<file path="config.mk">
export PLATFORM = sky130hd
export DESIGN_NAME = ahb_slave_fsm
export DESIGN_NICKNAME = d
export VERILOG_FILES = /design/src/rtl/ahb_slave_pkg.sv /design/src/rtl/ahb_addr_decode.sv /design/src/rtl/ahb_slave_fsm.sv
export SDC_FILE = /design/constraint.sdc
export NUM_CORES = 1
export LEC_CHECK = 0
export ABC_AREA = 1
export BUFFER_PORTS_ARGS = -buffer_cell sky130_fd_sc_hd__buf_2
export CAP_MARGIN = 10
export CORE_MARGIN = 3
export CORE_UTILIZATION = 52
export CTS_BUF_LIST = sky130_fd_sc_hd__clkbuf_4
export DETAILED_ROUTE_END_ITERATION = 16
export PLACE_DENSITY = 0.9
export SETUP_SLACK_MARGIN = 0.5
export SYNTH_ARGS = -nofsm -noshare
export SYNTH_HDL_FRONTEND = slang
export SYNTH_SLANG_ARGS = --single-unit
</file>
<file path="constraint.sdc">
create_clock -name clk -period 2.4 [get_ports clk]
set_clock_uncertainty 0.1 [all_clocks]
set_input_delay 0.24 -clock clk [delete_from_list [all_inputs] [get_ports clk]]
set_output_delay 0.24 -clock clk [all_outputs]
set_load 0.005 [all_outputs]
</file>
<file path="src/rtl/ahb_slave_pkg.sv">
`default_nettype none
// ============================================================================
//  Module   : ahb_slave_pkg
//  Purpose  : Shared types, codes and helpers for the AHB-Lite slave FSM
//  Revision : 1.0 - initial release
// ============================================================================
package ahb_slave_pkg;

  // Controller states; the numeric values are visible on the state port.
  typedef enum logic [2:0] {
    S_IDLE  = 3'd0,
    S_WRITE = 3'd1,
    S_READ  = 3'd2,
    S_REG   = 3'd3,
    S_WAIT  = 3'd4,
    S_ERR1  = 3'd5,
    S_ERR2  = 3'd6
  } state_t;

  // AHB htrans encodings.
  localparam logic [1:0] HTRANS_IDLE   = 2'd0;
  localparam logic [1:0] HTRANS_BUSY   = 2'd1;
  localparam logic [1:0] HTRANS_NONSEQ = 2'd2;
  localparam logic [1:0] HTRANS_SEQ    = 2'd3;

  // Register offsets relative to the end of the data window.
  localparam int REG_RX_SIZE  = 0;
  localparam int REG_STATUS   = 2;
  localparam int REG_ERROR    = 4;
  localparam int REG_TX_PSIZE = 8;

  // Register selector produced by the address decoder.
  typedef enum logic [1:0] {
    SEL_RX_SIZE  = 2'd0,
    SEL_STATUS   = 2'd1,
    SEL_ERROR    = 2'd2,
    SEL_TX_PSIZE = 2'd3
  } reg_sel_t;

  // Transfer size in bytes for an hsize code (hsize=3 yields 8, never legal).
  function automatic logic [3:0] sizeBytes(input logic [1:0] sz);
    return 4'd1 << sz;
  endfunction

endpackage
`default_nettype wire

</file>
<file path="src/rtl/ahb_addr_decode.sv">
`default_nettype none
// ============================================================================
//  Module   : ahb_addr_decode
//  Purpose  : Combinational decode of an AHB address phase against the data
//             window and the register map
//  Revision : 1.0 - initial release
// ============================================================================
module ahb_addr_decode
  import ahb_slave_pkg::*;
#(
  parameter int ADDR_W    = 7,
  parameter int BUF_BYTES = 64
) (
  input  logic [ADDR_W-1:0] haddr,
  input  logic [1:0]        hsize,
  input  logic              hwrite,
  output logic              isData,
  output logic              isReg,
  output logic              legal,
  output reg_sel_t          regSel
);

  logic              w_aligned;
  logic [ADDR_W-1:0] w_off;

  assign w_off = haddr - ADDR_W'(BUF_BYTES);

  // Natural alignment check; hsize=3 is never aligned so it is always illegal.
  always_comb begin
    w_aligned = 1'b0;
    case (hsize)
      2'd0:    w_aligned = 1'b1;
      2'd1:    w_aligned = (haddr[0] == 1'b0);
      2'd2:    w_aligned = (haddr[1:0] == 2'b00);
      default: w_aligned = 1'b0;
    endcase
  end

  // Window / register match and per-register access rules.
  always_comb begin
    isData = (haddr < ADDR_W'(BUF_BYTES));
    isReg  = 1'b0;
    legal  = 1'b0;
    regSel = SEL_RX_SIZE;
    if (isData) begin
      legal = w_aligned;
    end else if (w_off == ADDR_W'(REG_RX_SIZE)) begin
      isReg  = 1'b1;
      regSel = SEL_RX_SIZE;
      legal  = !hwrite && (hsize <= 2'd1);
    end else if (w_off == ADDR_W'(REG_STATUS)) begin
      isReg  = 1'b1;
      regSel = SEL_STATUS;
      legal  = !hwrite && (hsize <= 2'd1);
    end else if (w_off == ADDR_W'(REG_ERROR)) begin
      isReg  = 1'b1;
      regSel = SEL_ERROR;
      legal  = !hwrite && (hsize == 2'd0);
    end else if (w_off == ADDR_W'(REG_TX_PSIZE)) begin
      isReg  = 1'b1;
      regSel = SEL_TX_PSIZE;
      legal  = (hsize == 2'd0);
    end
  end

endmodule
`default_nettype wire

</file>
<file path="src/rtl/ahb_slave_fsm.sv">
`default_nettype none
// ============================================================================
//  Module   : ahb_slave_fsm
//  Purpose  : AHB-Lite slave control FSM for the USB endpoint data path:
//             address-phase capture, buffer wait states, two-cycle ERROR
//  Revision : 1.0 - initial release
// ============================================================================
module ahb_slave_fsm
  import ahb_slave_pkg::*;
#(
  parameter int ADDR_W    = 7,
  parameter int BUF_BYTES = 64,
  parameter int CNT_W     = $clog2(BUF_BYTES + 1)
) (
  input  logic              clk,
  input  logic              rst,
  input  logic              hsel,
  input  logic [ADDR_W-1:0] haddr,
  input  logic [1:0]        htrans,
  input  logic [1:0]        hsize,
  input  logic              hwrite,
  input  logic [CNT_W-1:0]  bufFree,
  input  logic [CNT_W-1:0]  bufUsed,
  output logic              hready,
  output logic              hresp,
  output logic [2:0]        state,
  output logic [ADDR_W-1:0] dataAddr,
  output logic [1:0]        dataSize,
  output logic              storeTxData,
  output logic              getRxData,
  output logic              regRead,
  output logic              txPacketSizeChanged
);

  state_t            r_state;
  logic              r_hready;
  logic              r_hresp;
  logic [ADDR_W-1:0] r_addr;
  logic [1:0]        r_size;
  logic              r_write;
  logic              r_store;
  logic              r_get;
  logic              r_regrd;
  logic              r_txpsc;

  logic              w_isData;
  logic              w_isReg;
  logic              w_legal;
  reg_sel_t          w_regSel;
  logic              w_accept;
  logic              w_room_now;
  logic              w_room_wait;

  ahb_addr_decode #(
    .ADDR_W    (ADDR_W),
    .BUF_BYTES (BUF_BYTES)
  ) u_decode (
    .haddr  (haddr),
    .hsize  (hsize),
    .hwrite (hwrite),
    .isData (w_isData),
    .isReg  (w_isReg),
    .legal  (w_legal),
    .regSel (w_regSel)
  );

  // Address phase counts only while we are ready; hready=0 masks the bus.
  assign w_accept = r_hready && hsel &&
                    ((htrans == HTRANS_NONSEQ) || (htrans == HTRANS_SEQ));

  // Buffer occupancy check for a fresh address phase.
  assign w_room_now = hwrite ? (bufFree >= CNT_W'(sizeBytes(hsize)))
                             : (bufUsed >= CNT_W'(sizeBytes(hsize)));

  // Same check for the transfer parked in WAIT, using the captured phase.
  assign w_room_wait = r_write ? (bufFree >= CNT_W'(sizeBytes(r_size)))
                               : (bufUsed >= CNT_W'(sizeBytes(r_size)));

  // Single state machine; all outputs are registered alongside the state.
  always_ff @(posedge clk) begin
    if (rst) begin
      r_state  <= S_IDLE;
      r_hready <= 1'b1;
      r_hresp  <= 1'b0;
      r_addr   <= '0;
      r_size   <= '0;
      r_write  <= 1'b0;
      r_store  <= 1'b0;
      r_get    <= 1'b0;
      r_regrd  <= 1'b0;
      r_txpsc  <= 1'b0;
    end else begin
      r_store <= 1'b0;
      r_get   <= 1'b0;
      r_regrd <= 1'b0;
      r_txpsc <= 1'b0;
      case (r_state)
        S_WAIT: begin
          if (w_room_wait) begin
            r_state  <= r_write ? S_WRITE : S_READ;
            r_hready <= 1'b1;
            r_store  <= r_write;
            r_get    <= !r_write;
          end
        end
        S_ERR1: begin
          r_state  <= S_ERR2;
          r_hready <= 1'b1;
          r_hresp  <= 1'b1;
        end
        default: begin
          if (w_accept) begin
            r_addr  <= haddr;
            r_size  <= hsize;
            r_write <= hwrite;
            if (!w_legal) begin
              r_state  <= S_ERR1;
              r_hready <= 1'b0;
              r_hresp  <= 1'b1;
            end else if (w_isData) begin
              r_hresp <= 1'b0;
              if (w_room_now) begin
                r_state  <= hwrite ? S_WRITE : S_READ;
                r_hready <= 1'b1;
                r_store  <= hwrite;
                r_get    <= !hwrite;
              end else begin
                r_state  <= S_WAIT;
                r_hready <= 1'b0;
              end
            end else begin
              r_state  <= S_REG;
              r_hready <= 1'b1;
              r_hresp  <= 1'b0;
              r_regrd  <= w_isReg && !hwrite;
              r_txpsc  <= w_isReg && hwrite && (w_regSel == SEL_TX_PSIZE);
            end
          end else begin
            r_state  <= S_IDLE;
            r_hready <= 1'b1;
            r_hresp  <= 1'b0;
          end
        end
      endcase
    end
  end

  assign hready              = r_hready;
  assign hresp               = r_hresp;
  assign state               = r_state;
  assign dataAddr            = r_addr;
  assign dataSize            = r_size;
  assign storeTxData         = r_store;
  assign getRxData           = r_get;
  assign regRead             = r_regrd;
  assign txPacketSizeChanged = r_txpsc;

endmodule
`default_nettype wire

</file>
==> qor.csv <==
metric,value,unit
status,finished clean,
io_pins,47,
diodes,0,
wire_per_inst,12.5,um
grt_pass1_wl,5580,um
ys_ff_latch,19,
hp-class,primary input to flop,
critical_path.max_fanout,2,
area_delta_synth_final,27.6,%
cts_tree,done,
layout.nets,311,
drt_wl_total,3650,um
cp_common_cell,nand2_2,
reg2reg_slack,0.50,ns
synth_top_family_by_area,simple AND/OR/NAND/NOR gates,
ant_nets,0,
finalSetupViolCount,0,
avgSynthCellArea,6.38,sq um
dr.pass1.iters,4,
ys.warnings.count,0,
fp.dieW,57.4,um
htreeDepth,1,
cp_cell_sequence,"inv_2, or2_4, ha_4, o21ai_1, a21oi_1, o21ai_1, nand3_1, nand2_2, inv_2, nand2_2, nand2_2, nand2_1",
port_buffers,45,
muxShareOfSynthArea,0,%
grt_usage,20.9,%
cts.sinks,19,
slew_headroom,75.0,%
setup_slack,0.498,ns
startpoint,dataSize[0]$_SDFFE_PP0P_,
drive_gt1_share,29.8,%
syn-cell-area,1370,sq um
synth_adder_area_share,14.6,%
synth-compound-area-share,13.6,%
fin_setup_tns,0,ns
postCtsHoldBufs,0,
p_leak,0.933,nW
dp_slack,0.272,ns
dieArea,3290,sq um
p_per_area,426,nW/um^2
largest_reg_flops,7,
max_clock_freq,526,MHz
vias,1520,
drc,0,
die_height,57.4,um
grt_max_degree,22,
hpwlAfterDp,2680,um
p_total,0.000746,W
drt_iter0_drc,81,
place_congestion,0.835,
layout_commonest_cell,buf_2,
reg2reg_to,state[2]$_SDFFE_PP0P_,
synth-simple-area-share,33.1,%
r2r_cells,12,
avgViaCountPerCell,5.19,
fp-row-count,17,
path_clk_slew,0.11,ns
cts_buffers,3,
grt_antenna_before_repair,0,
cp-start-kind,flop,
cap_violations,0,
clk_latency,0.30,ns
endpoint,state[2]$_SDFFE_PP0P_,
drv_slew,0,
mostFrequentLayoutCells,"45 x buf_2, 40 x nand2_1, 34 x inv_1, 28 x nor2_1, 18 x a21oi_1",
clk_path_buf_depth,2,
synth-xor-area-share,0,%
cp.arrival,2.01,ns
synthDistinctLibCells,21,
initial_core_util,58.1,%
endpoint_kind,flop,
critical-path-max-stage-delay,0.35,ns
fp.coreArea,2360,sq um
syn_inst,215,
grt_pass1_vias,1346,
worstReg2RegStart,dataSize[0]$_SDFFE_PP0P_,
tightestPinTransition,0.375,ns
grt_overflow,0,
yosysSeqAreaShare,27.7,%
synth.net_count,260,
peakVddDrop,0.408,mV
finalCritPeriodShare,79.2,%
crit_required,2.51,ns
fin_util,74.1,%
worstSetupPathType,flop to flop,
layout_min_cycle_time,1.90,ns
crit_slowest_cell,dfxtp_2,
finalHoldViolations,0,
root_buffer,clkbuf_4,
rsz0062_at_grt,true,
[repair_timing]
action                                  CTS  global route
setup buffers                             3             0
endpoints found under the setup margin    5             4
gates resized for setup                   7            13
pin swaps                                 1            12
[how the worst min path moves through the flow]
stage               startpoint                   end  slack [ns]  depth (start not counted)
finish                     rst  getRxData$_SDFF_PP0_        0.05                          2
global placement           rst  getRxData$_SDFF_PP0_        0.38                          2
detailed placement         rst  getRxData$_SDFF_PP0_        0.37                          2
global route               rst  getRxData$_SDFF_PP0_        0.05                          2
CTS                        rst  getRxData$_SDFF_PP0_        0.05                          2
floorplan                  rst  getRxData$_SDFF_PP0_        0.21                          1
[per-stage QoR]
stage | cell area [sq um] | hold slack, ns | cells
6_report | 1750 | 0.0506 | 293
4_1_cts | 1700 | 0.0465 | 293
2_1_floorplan | 1370 | 0.209 | 215
3_3_place_gp | 1630 | 0.376 | 286
5_1_grt | 1750 | 0.0463 | 293
3_5_place_dp | 1630 | 0.371 | 286
[synthesized netlist by cell type]
master	number	share of area, %
inv_2	1	0.27
nand3_1	14	5.1
nor3_1	2	0.73
ha_1	16	15
o21ai_1	1	0.36
nand3_2	1	0.73
a21oi_1	19	6.9
o211ai_1	1	0.55
clkbuf_1	3	0.82
nand4_1	4	1.8
dfxtp_1	19	28
o21ai_0	14	5.1
nor3_2	1	0.73
nor2_2	4	1.8
or2_2	1	0.46
inv_1	36	9.9
nand2_2	2	0.91
nand3b_1	1	0.55
nor2_1	29	7.9
nand2_1	45	12
a21oi_2	1	0.64
[report_power, final]
part / total [W] / internal [W] / switching [W]
registers: 0.000343 / 0.000333 / 0.00000996
clock network: 0.000178 / 0.0000762 / 0.000102
logic: 0.000225 / 0.0000962 / 0.000128
total: 0.000746 / 0.000505 / 0.000241
[worst max-delay path, delay by kind of cell, from the launching register on]
kind | cells | cell delay (ns)
simple gates | 6 | 0.61
fa+ha+maj | 1 | 0.27
flops | 1 | 0.35
buf+inv | 2 | 0.10
compound gates | 3 | 0.37
[per-layer routing]
layer  global-route usage, %  vias up  wire length (um)
met3                    4.52        6               234
li1                        -      792                 -
met4                    4.97        0                42
met2                    34.4       61              1830
met1                    27.9      661              1550
met5                       0        -                 0
[area by class of cell]
| class | count | area [sq um] |
|---|---|---|
| sequential | 19 | 383 |
| fill | 196 | 611 |
| tap | 28 | 35.0 |
| timing repair buffer | 49 | 255 |
| inverter | 37 | 139 |
| clock buffer | 4 | 30.0 |
| multi-input combinational | 156 | 908 |
[kinds of logic after synthesis]
| kind of cell | Yosys count |
|---|---|
| flip-flops | 19 |
| AO/OA/AOI/OAI | 36 |
| adder cells (fa/ha/maj) | 16 |
| buffers and inverters | 40 |
| AND/OR/NAND/NOR | 104 |
(Power assumes the default switching activity.)
